**src/rtl/seq_addsub_if.sv**
```systemverilog
// Handshake and data bundle for the sequential adder/subtractor.
// The master side issues start/m/a/b; the slave side returns status and result.
interface seq_addsub_if #(
  parameter int unsigned WIDTH = 8
);

  logic             start;
  logic             m;
  logic [WIDTH-1:0] a;
  logic [WIDTH-1:0] b;
  logic             busy;
  logic             done;
  logic [WIDTH-1:0] sum;
  logic             cout;
  logic             ovf;
  logic             zero;

  modport master (
    output start, m, a, b,
    input  busy, done, sum, cout, ovf, zero
  );

  modport slave (
    input  start, m, a, b,
    output busy, done, sum, cout, ovf, zero
  );

endinterface

```
**src/rtl/seq_addsub.sv**
```systemverilog
// Digit-serial two's-complement adder/subtractor.
// Works DIGIT bits per clock, LSB digit first, through a DIGIT-bit ripple slice, so
// an operation takes WIDTH/DIGIT cycles. Subtraction is a + ~b + 1: b is inverted on
// load and the mode bit seeds the carry register.
// WIDTH must be >= 2 and an integer multiple of DIGIT.
module seq_addsub #(
  parameter int unsigned WIDTH = 8,
  parameter int unsigned DIGIT = 2
) (
  input  logic        clk,
  input  logic        rst,
  seq_addsub_if.slave bus
);

  localparam int unsigned N    = WIDTH / DIGIT;
  localparam int unsigned CNTW = (N > 1) ? $clog2(N) : 1;

  localparam logic [1:0] S_IDLE = 2'd0;
  localparam logic [1:0] S_RUN  = 2'd1;
  localparam logic [1:0] S_DONE = 2'd2;

  logic [1:0]       state;
  logic [WIDTH-1:0] op_a;
  logic [WIDTH-1:0] op_b;
  logic [WIDTH-1:0] acc;
  logic             carry;
  logic [CNTW-1:0]  cnt;

  logic [WIDTH-1:0] sum_r;
  logic             cout_r;
  logic             ovf_r;
  logic             zero_r;

  logic [DIGIT-1:0] slice_sum;
  logic [DIGIT:0]   slice_c;
  logic [WIDTH-1:0] slice_ext;
  logic [WIDTH-1:0] acc_next;
  logic             last;
  logic             load;

  // Ripple slice over the low digit of the operand registers, plus result shift.
  always_comb begin
    slice_sum  = '0;
    slice_c    = '0;
    slice_c[0] = carry;
    for (int i = 0; i < int'(DIGIT); i++) begin
      slice_sum[i]   = op_a[i] ^ op_b[i] ^ slice_c[i];
      slice_c[i + 1] = (op_a[i] & op_b[i]) | (slice_c[i] & (op_a[i] ^ op_b[i]));
    end
    // New digit enters at the top; after N shifts the LSB digit sits at bit 0.
    slice_ext = WIDTH'(slice_sum) << (WIDTH - DIGIT);
    acc_next  = (acc >> DIGIT) | slice_ext;
    last      = (cnt == CNTW'(N - 1));
    load      = bus.start && (state != S_RUN);
  end

  // Sequencing and operand/accumulator datapath.
  always_ff @(posedge clk or posedge rst) begin
    if (rst) begin
      state <= S_IDLE;
      op_a  <= '0;
      op_b  <= '0;
      acc   <= '0;
      carry <= 1'b0;
      cnt   <= '0;
    end else begin
      case (state)
        S_IDLE, S_DONE: begin
          if (load) begin
            op_a  <= bus.a;
            op_b  <= bus.b ^ {WIDTH{bus.m}};
            carry <= bus.m;
            acc   <= '0;
            cnt   <= '0;
            state <= S_RUN;
          end else begin
            state <= S_IDLE;
          end
        end
        S_RUN: begin
          op_a  <= op_a >> DIGIT;
          op_b  <= op_b >> DIGIT;
          acc   <= acc_next;
          carry <= slice_c[DIGIT];
          cnt   <= cnt + CNTW'(1);
          if (last) begin
            state <= S_DONE;
          end
        end
        default: state <= S_IDLE;
      endcase
    end
  end

  // Result and flags are committed only on the edge that finishes the last digit.
  always_ff @(posedge clk or posedge rst) begin
    if (rst) begin
      sum_r  <= '0;
      cout_r <= 1'b0;
      ovf_r  <= 1'b0;
      zero_r <= 1'b0;
    end else if (state == S_RUN && last) begin
      sum_r  <= acc_next;
      cout_r <= slice_c[DIGIT];
      // Within the last digit, slice bit DIGIT-1 is operand bit WIDTH-1.
      ovf_r  <= slice_c[DIGIT] ^ slice_c[DIGIT-1];
      zero_r <= (acc_next == '0);
    end
  end

  assign bus.busy = (state == S_RUN);
  assign bus.done = (state == S_DONE);
  assign bus.sum  = sum_r;
  assign bus.cout = cout_r;
  assign bus.ovf  = ovf_r;
  assign bus.zero = zero_r;

endmodule

```
**src/flat_wrapper.sv**
```systemverilog
// flat-port wrapper written by rule: the top's interface ports become plain ports
module seq_addsub_flat 
#(
  parameter int unsigned WIDTH = 8,
  parameter int unsigned DIGIT = 2
)
  (clk, rst, bus_start, bus_m, bus_a, bus_b, bus_busy, bus_done, bus_sum, bus_cout, bus_ovf, bus_zero);
  seq_addsub_if #(.WIDTH(WIDTH)) bus_i ();
  input  logic clk;
  input  logic rst;
  input wire logic [$bits(bus_i.start)-1:0] bus_start;
  input wire logic [$bits(bus_i.m)-1:0] bus_m;
  input wire logic [$bits(bus_i.a)-1:0] bus_a;
  input wire logic [$bits(bus_i.b)-1:0] bus_b;
  output wire logic [$bits(bus_i.busy)-1:0] bus_busy;
  output wire logic [$bits(bus_i.done)-1:0] bus_done;
  output wire logic [$bits(bus_i.sum)-1:0] bus_sum;
  output wire logic [$bits(bus_i.cout)-1:0] bus_cout;
  output wire logic [$bits(bus_i.ovf)-1:0] bus_ovf;
  output wire logic [$bits(bus_i.zero)-1:0] bus_zero;
  assign bus_i.start = bus_start;
  assign bus_i.m = bus_m;
  assign bus_i.a = bus_a;
  assign bus_i.b = bus_b;
  assign bus_busy = bus_i.busy;
  assign bus_done = bus_i.done;
  assign bus_sum = bus_i.sum;
  assign bus_cout = bus_i.cout;
  assign bus_ovf = bus_i.ovf;
  assign bus_zero = bus_i.zero;
  seq_addsub #(.WIDTH(WIDTH), .DIGIT(DIGIT)) u_core (.clk(clk), .rst(rst), .bus(bus_i));
endmodule
```
**config.mk**
```make
export PLATFORM = sky130hd
export DESIGN_NAME = seq_addsub_flat
export DESIGN_NICKNAME = d
export VERILOG_FILES = /design/src/rtl/seq_addsub_if.sv /design/src/rtl/seq_addsub.sv /design/src/flat_wrapper.sv
export SDC_FILE = /design/constraint.sdc
export NUM_CORES = 1
export LEC_CHECK = 0
export CAP_MARGIN = 5
export CORE_MARGIN = 2
export CORE_UTILIZATION = 54
export DETAILED_ROUTE_END_ITERATION = 10
export PLACE_DENSITY = 0.8
export SETUP_SLACK_MARGIN = 0.2
export SLEW_MARGIN = 20
export SYNTH_ARGS = -nofsm -noshare
export SYNTH_HDL_FRONTEND = slang
export SYNTH_SLANG_ARGS = --single-unit
```
**constraint.sdc**
```tcl
create_clock -name clk -period 5 [get_ports clk]
set_input_delay 1 -clock clk [delete_from_list [all_inputs] [get_ports clk]]
set_output_delay 1 -clock clk [all_outputs]
set_load 0.02 [all_outputs]
```
==> flow_metrics.env <==
export IMPL_status="complete, no violations"
export IMPL_cts_repair_resized=0
export IMPL_syn_area_sq_um=1647
export IMPL_leakage_nw=0.9044
export IMPL_seqPwrFrac=0.419
export IMPL_power_switching_mw=0.4854
export IMPL_p_comb_frac=0.457
export IMPL_clockBufferDepth=2
export IMPL_die_w_um=59.22
export IMPL_maxSlewHeadroom=0.6199
export IMPL_crit_required_ps=4000
export IMPL_via_per_inst=5.769
export IMPL_dieHeight_um=59.22
export IMPL_drt_iter0_markers=55
export IMPL_nets=190
export IMPL_hold_viol=0
export IMPL_cts_tree="built"
export IMPL_critPathSlowestCell="clkdlybuf4s50_1"
export IMPL_syn_inst=135
export IMPL_cts_clk_slew_worst_paths_ps=110
export IMPL_drv_slew=0
export IMPL_peakVddDrop_uv=365.9
export IMPL_core_area_sq_um=2978
export IMPL_pwr_share_clk=0.124
export IMPL_start_util=0.5529
export IMPL_fin_util=0.6761
export IMPL_drtPass1Iterations=4
export IMPL_setup_violations=0
export IMPL_synth_edf_count=0
export IMPL_area_delta_synth_final_pct=22.26
export IMPL_min_period_over_period=0.6279
export IMPL_worstSetupPathType="reg2out"
export IMPL_drive_above_1_share=0.1024
export IMPL_wl_per_cell_um=15.91
export IMPL_clkLatencyLatePin_ps=340
export IMPL_critical_path_max_stage_delay_ps=680
export IMPL_antenna_found_initial=0
export IMPL_power_density_nw_per_um2=627.1
export IMPL_ys_warn_count=0
export IMPL_finClkSkew_ps=8.352
export IMPL_grt_pass1_vias=1090
export IMPL_globalplace_congestion=0.7918
export IMPL_synth_seq_cells=38
export IMPL_reg2reg_slack_ps=3210
export IMPL_vias=1148
export IMPL_totalWireLength_mm=3.166
export IMPL_timing_fmax_mhz=318.5
export IMPL_grt_util_all_layers=0.2089
export IMPL_synthTopCellsByArea="dfrtp_1 (58%), a221o_1 (5.5%), a22o_1 (4.8%), mux2_2 (4.1%), xnor2_1 (3.7%)"
export IMPL_crit_chain="nand2b_1 -> inv_2 -> clkdlybuf4s50_1"
export IMPL_htree_num_levels=2
export IMPL_dpl_hpwl_mm=2.257
export IMPL_synth_top_area_frac=0.5775
export IMPL_ant_nets=0
export IMPL_fill_cells=232
export IMPL_cp_start_kind="flip-flop"
export IMPL_grt_overflow=0
export IMPL_drcViolationCount=0
export IMPL_synth_largest_area_cell="dfrtp_1"
export IMPL_synth_flop_cell="dfrtp_1"
export IMPL_cts_sinks=38
export IMPL_post_cts_buffers=0
export IMPL_synthMostInstantiatedCell="dfrtp_1"
export IMPL_finalCriticalPeriod_ps=3140
export IMPL_io_pins=33
export IMPL_synth_seq_area_share=0.5775
export IMPL_fin_hold_ws_ps=486.6
export IMPL_syn_nets=158
export IMPL_synth_common_cells="dfrtp_1 (38), a221o_1 (9), a22o_1 (9), nand2_1 (9), nor2_1 (8)"
export IMPL_fin_tns_setup_ps=0
export IMPL_crit_fanout=21
export IMPL_grt_max_degree=39
export IMPL_syn_area_per_cell_sq_um=12.20
export IMPL_rsz0062_at_grt="no"
export IMPL_synth_cell_types=28
export IMPL_switching_share=0.3844
export IMPL_clockRootBuffer="clkbuf_4"
export IMPL_p_int_mw=0.7771
export IMPL_synthArstFlopShare=1.000
export IMPL_grt_first_pass_wirelength_mm=5.230
export IMPL_die_area_sq_um=3507
export IMPL_cts_hold_buffers_added=0
export IMPL_cp_arrival_ps=2140
export IMPL_endpoint_kind="output pin"
export IMPL_std_cell_rows=20
export IMPL_drv_cap=0
export IMPL_cts_buffers=5
export IMPL_diodes=0
export IMPL_hp_class="reg2reg"
export IMPL_worst_pin_slew_ps=567.6
export IMPL_port_buffers=32
## cells by family after synthesis
group                      after synthesis  synth area share
DFF                                     38            0.5775
and+or+nand+nor                         32           0.09803
AOI/OAI and AO/OA                       31            0.1527
buffers and inverters                   16           0.05091
xor gates and xnor gates                 9           0.04788
muxes                                    6           0.04103
adders and majority gates                3           0.03191
## sequential cells by signal, indices dropped and copies added (netlist names)
signal / count
u_core.acc: 6
u_core.bus.cout: 1
u_core.bus.ovf: 1
u_core.bus.sum: 8
u_core.bus.zero: 1
u_core.carry: 1
u_core.cnt: 2
u_core.op_a: 8
u_core.op_b: 8
u_core.state: 2
## through the flow
| stage | total power, mW | worst slack (ps) | std cells | area, sq um |
|---|---|---|---|---|
| 6_report | 1.263 | 1860 | 199 | 2013 |
| 5_1_grt | 1.347 | 1749 | 199 | 2013 |
| 2_1_floorplan | 0.9410 | 3139 | 135 | 1647 |
| 3_3_place_gp | 1.087 | 2301 | 193 | 1962 |
| 4_1_cts | 1.274 | 1844 | 199 | 2013 |
| 3_5_place_dp | 1.116 | 2258 | 193 | 1962 |
## worst max-delay path: cells and delay by family, from the launching register on
kind,cells,cell delay [ps]
flip-flops,1,400
buffers and inverters,2,1070
AND/OR/NAND/NOR,1,320
## power groups by stage
stage / Sequential [mW] / Clock, mW / Combinational (mW)
after detailed placement: 0.533 / 0 / 0.583
final: 0.528 / 0.157 / 0.577
after CTS: 0.528 / 0.161 / 0.584
after global routing: 0.543 / 0.174 / 0.629
after global placement: 0.525 / 0 / 0.562
after floorplan: 0.559 / 0 / 0.382
## final timing paths
path                                        startpoint                            end  depth (start not counted)
max                        u_core.state[1]$_DFFE_PP0P_                       bus_busy                          3
min                        u_core.bus.zero$_DFFE_PP0P_    u_core.bus.zero$_DFFE_PP0P_                          2
max reg2reg                   u_core.carry$_DFFE_PP0P_    u_core.bus.zero$_DFFE_PP0P_                          5
min reg2reg                u_core.bus.zero$_DFFE_PP0P_    u_core.bus.zero$_DFFE_PP0P_                          2
max in group asynchronous                          rst     u_core.bus.ovf$_DFFE_PP0P_                          3
min in group asynchronous                          rst  u_core.bus.sum[3]$_DFFE_PP0P_                          3
## routing by layer
metal  track usage  wire length (um)
met1        0.2645              1352
met4       0.09416                59
met2        0.3265              1620
met3       0.06769               133
met5             0                 0
## layout make-up
cell class	count	area (sq um)	share of cell area
inverters	8	30.03	0.01492
flip-flops and latches	38	950.9	0.4723
clock buffers	6	51.30	0.02548
repair buffers	33	327.8	0.1628
multi-input cells	81	611.8	0.3039
well taps	33	41.29	0.02051
## cells in the final DEF, fill, tap and decap left out
cell and instances:
xnor2_1 7, clkbuf_4 5, o2bb2ai_1 2, clkbuf_8 1, inv_1 7, a221o_1 9, mux2_2 6, xor2_1 2
nor2b_1 1, nand3b_2 1, nor2_4 1, fa_1 2, nor4_1 1, dfrtp_1 38, nand3_1 5, ha_1 1
nor2b_2 1, a22oi_1 4, buf_4 1, nand4_1 1, nand2_1 9, a22o_1 9, inv_2 1, nor2_1 8
clkdlybuf4s50_1 32, nand2b_1 2, nor3_1 2, o21ai_0 7
Note: power is estimated with default switching activity, not from simulation.
